==> src/rtl/circuito_programavel.sv <==
// Programmable boolean function: a 2**N_IN-entry truth table, reloadable bit-serially.
// Optional hit counter enabled by defining CIRCUITO_CNT_EN.
module circuito_programavel #(
    parameter int unsigned             N_IN       = 4,
    parameter logic [(2**N_IN)-1:0]    TABLE_INIT = 16'h030B,
    parameter int unsigned             CNT_W      = 8
) (
    input  logic             clk,
    input  logic             rst_n,
    input  logic [N_IN-1:0]  in_vec,
    input  logic             in_valid,
    output logic             x,
    output logic             x_valid,
    input  logic             start_load,
    input  logic             load_bit,
    input  logic             load_valid,
    output logic             load_ready,
    input  logic             abort,
    output logic             busy,
    output logic [CNT_W-1:0] hit_cnt,
    input  logic             clr_cnt
);

    localparam int unsigned TBL_W = 2 ** N_IN;
    localparam logic [N_IN-1:0] LAST_IDX = N_IN'(TBL_W - 1);

    localparam logic [0:0] ST_RUN  = 1'b0;
    localparam logic [0:0] ST_LOAD = 1'b1;

    logic [0:0]       state_q, state_d;
    logic [TBL_W-1:0] active_q, active_d;
    logic [TBL_W-1:0] shadow_q, shadow_d;
    logic [TBL_W-1:0] shadow_upd;
    logic [N_IN-1:0]  idx_q, idx_d;
    logic             x_q, x_d;
    logic             x_valid_q, x_valid_d;

    // Load sequencing; the final bit is merged into the table in the same edge as the commit.
    always_comb begin
        state_d    = state_q;
        active_d   = active_q;
        shadow_d   = shadow_q;
        idx_d      = idx_q;
        shadow_upd = shadow_q;
        shadow_upd[idx_q] = load_bit;
        case (state_q)
            ST_RUN: begin
                if (start_load) begin
                    state_d  = ST_LOAD;
                    shadow_d = '0;
                    idx_d    = '0;
                end
            end
            ST_LOAD: begin
                if (abort) begin
                    state_d  = ST_RUN;
                    shadow_d = '0;
                    idx_d    = '0;
                end else if (load_valid) begin
                    shadow_d = shadow_upd;
                    idx_d    = idx_q + N_IN'(1);
                    if (idx_q == LAST_IDX) begin
                        active_d = shadow_upd;
                        state_d  = ST_RUN;
                        idx_d    = '0;
                    end
                end
            end
            default: state_d = ST_RUN;
        endcase
    end

    // Evaluation is decided by the state at the sampling edge, so a request
    // sampled together with start_load still completes.
    always_comb begin
        x_valid_d = (state_q == ST_RUN) && in_valid;
        x_d       = x_valid_d ? active_q[in_vec] : x_q;
    end

    always_ff @(posedge clk or negedge rst_n) begin
        if (!rst_n) begin
            state_q   <= ST_RUN;
            active_q  <= TABLE_INIT;
            shadow_q  <= '0;
            idx_q     <= '0;
            x_q       <= 1'b0;
            x_valid_q <= 1'b0;
        end else begin
            state_q   <= state_d;
            active_q  <= active_d;
            shadow_q  <= shadow_d;
            idx_q     <= idx_d;
            x_q       <= x_d;
            x_valid_q <= x_valid_d;
        end
    end

    assign x          = x_q;
    assign x_valid    = x_valid_q;
    assign busy       = (state_q == ST_LOAD);
    assign load_ready = (state_q == ST_LOAD);

`ifdef CIRCUITO_CNT_EN
    logic [CNT_W-1:0] cnt_q, cnt_d;

    // Saturating count of x=1 results; clear wins over a simultaneous hit.
    always_comb begin
        cnt_d = cnt_q;
        if (clr_cnt) begin
            cnt_d = '0;
        end else if (x_valid_q && x_q && (cnt_q != {CNT_W{1'b1}})) begin
            cnt_d = cnt_q + CNT_W'(1);
        end
    end

    always_ff @(posedge clk or negedge rst_n) begin
        if (!rst_n) begin
            cnt_q <= '0;
        end else begin
            cnt_q <= cnt_d;
        end
    end

    assign hit_cnt = cnt_q;
`else
    logic unused_clr_cnt;
    assign unused_clr_cnt = clr_cnt;
    assign hit_cnt        = '0;
`endif

endmodule

==> config.mk <==
export PLATFORM = sky130hd
export DESIGN_NAME = circuito_programavel
export DESIGN_NICKNAME = d
export VERILOG_FILES = /design/src/rtl/circuito_programavel.sv
export SDC_FILE = /design/constraint.sdc
export NUM_CORES = 1
export LEC_CHECK = 0
export BUFFER_PORTS_ARGS = -buffer_cell sky130_fd_sc_hd__clkbuf_2
export CORE_ASPECT_RATIO = 1.5
export CORE_MARGIN = 2
export CORE_UTILIZATION = 54
export CTS_BUF_LIST = sky130_fd_sc_hd__clkbuf_2
export DETAILED_ROUTE_END_ITERATION = 8
export PLACE_DENSITY_LB_ADDON = 0.15
export SYNTH_ARGS = -nofsm -noshare
export SYNTH_HDL_FRONTEND = slang
export SYNTH_SLANG_ARGS = --single-unit
==> constraint.sdc <==
create_clock -name clk -period 1.75 [get_ports clk]
set_input_delay 0.35 -clock clk [delete_from_list [all_inputs] [get_ports clk]]
set_output_delay 0.35 -clock clk [all_outputs]
set_load 0.02 [all_outputs]
==> results.md <==
* DRC at 0
* GRT Resource Usage Total at 0.225
* Final hold vios at 0
* Met2 WL at 2210 um
* Power share of the sequential group at 0.556
* Clk root buf: clkbuf_2
* Number of placement rows at 27
* Metal1 wirelength at 1820 um
* Post-route cell area at about 2200 um^2
* RSZ-0062 raised after global routing: yes
* H-tree Lvls at 2
* Maximum clock frequency at a little under 600 MHz
* VDD IR-drop max at 0.000815 V
* Post-synthesis cell type count at 28
* Die height at slightly below 80 um
* Pwr dens at 734 nW/um^2
* Clk_lat worst skew at around 0.4 ns
* Finished Layout Cells at 269
* Die area at 4280 um^2
* Worst-path fanout max at 2
* Final cycle utilization of the critical path at 0.988
* Yosys reg bits at 38
* Fin nets at 242
* Maximum clock insertion buffer count at 2
* Most frequent cells after synthesis: 37 x o21ai_0, 33 x dfrtp_1, 31 x nand2_1
* Clock power share at 0.330
* Fin. max-slew vios at 0
* Setup violators final at 0
* Metal3 WL at 143 um
* Gate Count Post-Synth at 207
* Share of layout cells above drive strength 1 at 0.204
* DP Area at 2130 um^2
* HPWL Detailed at 3040 um
* Via count at between 1500 and 2000
* Top cells by area, synth: dfrtp_1 41%, o21ai_0 9.1%, mux2i_1 7.4%
* R2R Setup Slk at 0.02 ns
* Via density at 5.64
* Final Util at 0.604
* Area leader, netlist: dfrtp_1
* Syn avg cell area at 9.82 um^2
* Initial antenna violation count at 0
* DRT Pass-1 Iters at 4
* GR Overflow Total at 0
* # Max-Cap Violations at 0
* Clock-pin slew on the worst setup and hold paths at ~0.20 ns
* Net switching power at 0.429 mW
* Sw Share at 0.265
* Leak at 1.09 nW
* Count of buffers from port buffering at 14
* Hold Path Class: input pin to register
* Critical path class: register to register
* Sequential fraction of the synthesis area at 0.471
* Most used flip-flop cell after synthesis: dfrtp_1
* First-pass GRT wire length at approximately 7000 um
* Status: finished clean
* Routed len/inst at between 15 and 20 um
* Synthesized cell area at 2030 um^2
* Final WL at 4240 um
* Largest net degree at the start of global routing at 39
* Top cell type's share of synthesized area at 0.406
* Arrival @ worst endpoint at 2.04 ns
* Internal power at 1.19 mW
* Actual slew at the worst max-slew pin at 0.527 ns
* Hold slack at 0.201 ns
* First DRT Iteration DRCs at 60
* Clock Sink Count at 38
* Die Wd at 54.1 um
* Yosys warns at 0
* Final Skew at 0.0119 ns
* Core area at 3650 um^2
* Cts bufs inserted at 5
* Fraction of registers with async set/reset at 1.00
* Post-synth EDFFs at 0
* Cell with the most instances after synthesis: o21ai_0
* Gate power share at 0.114
* CTS tree: yes
* Final antenna-violating net count at 0
* N_diodes at 0
* Worst relative slew slack at 0.648
* Total negative slack at 0 ns
* Inst Count DP at about 260
* Req. time, crit path at 2.06 ns
* Crit. End Element: register
* Max layer used: met4
* Final min period at approximately 1.7 ns
* Vias in the first global route at between 1000 and 1500
* GPL Wtd Cong at roughly 0.74
* Initial Utilization at 0.557
* CP Launch Type: register
* Ports at 24
* Layout area overhead at 8.50%
## critical path, cell delays in order (launching register included)
cell and delay [ns]:
dfrtp_1 0.44, mux4_2 0.47, mux4_2 0.46, mux2_4 0.27
## power groups by stage
stage	logic, mW	registers (mW)	clock network, mW
after floorplan	0.118	0.920	0
after CTS	0.184	0.900	0.547
final	0.184	0.900	0.534
after detailed placement	0.181	0.915	0
after global routing	0.203	0.902	0.586
after global placement	0.174	0.914	0
## path summary, 6_finish.rpt
| check | start | endpoint | cells past startpoint |
|---|---|---|---|
| worst max-delay path | active_q[7] | x | 3 |
| worst min-delay path | in_valid | x_valid | 2 |
| worst max register to register | active_q[7] | x | 3 |
| worst min register to register | active_q[8] | active_q[8] | 2 |
| max in group asynchronous | rst_n | active_q[8] | 3 |
| min in group asynchronous | rst_n | active_q[15] | 3 |
## placed cells by master, fill, tap and decap left out
cell type      count
bufinv_16          1
nand2_1           31
nand2b_1           1
nand3_1            4
and3b_1            1
nor2_1             3
ha_1               5
o22ai_1            6
clkbuf_2          19
o31ai_1            1
mux2_4             1
nor2b_1            3
conb_1             8
dfrtp_1           33
buf_4             10
a21o_1             1
a22o_1             1
mux2i_1           15
a21oi_1           18
mux4_2             5
o21ai_0           37
nand3b_1           2
dfstp_2            5
or3b_2             1
dlygate4sd3_1      1
clkinv_2           2
inv_1              7
and3_1             1
nand4_1            1
mux2_2             2
## final cells by class
cell class                      count  area [um^2]
Sequential cell                    38          957
Fill cell                         338         1440
Tap cell                           43         53.8
Clock buffer                        5         25.0
Multi-Input combinational cell    148          947
Clock inverter                      3         40.0
Timing Repair Buffer               25          155
Inverter                            7         26.3
## metrics by stage
step	power [mW]	worst slack, ns
floorplan	1.04	0.0530
global placement	1.09	-0.186
detailed placement	1.10	-0.210
CTS	1.63	0.00458
global route	1.69	-0.0134
finish	1.62	0.0218
## cells by family after synthesis
group	after synthesis	share of synthesized area
DFF	38	0.471
muxes	23	0.155
adders and majority gates	5	0.0308
other	1	0.00185
and+or+nand+nor	48	0.107
buffers and inverters	28	0.0683
AOI/OAI and AO/OA	64	0.166
## metal layers
layer / track usage / vias up
met5: 0 / -
met1: 0.289 / 733
met4: 0.0750 / 0
li1: - / 746
met3: 0.0451 / 5
met2: 0.372 / 34
## registers in the layout, indices dropped and copies added, names as in the netlist
register,count
idx_q,4
x,1
busy,1
x_valid,1
active_q,16
shadow_q,15
## repair_timing
item,in CTS,in global routing
buffers inserted,0,2
setup endpoints to repair,1,1
gates cloned,0,0
hold endpoints to repair,33,0
gates resized for setup,2,2
hold buffers,1,0
No activity file was read; power rests on OpenSTA's default activity.
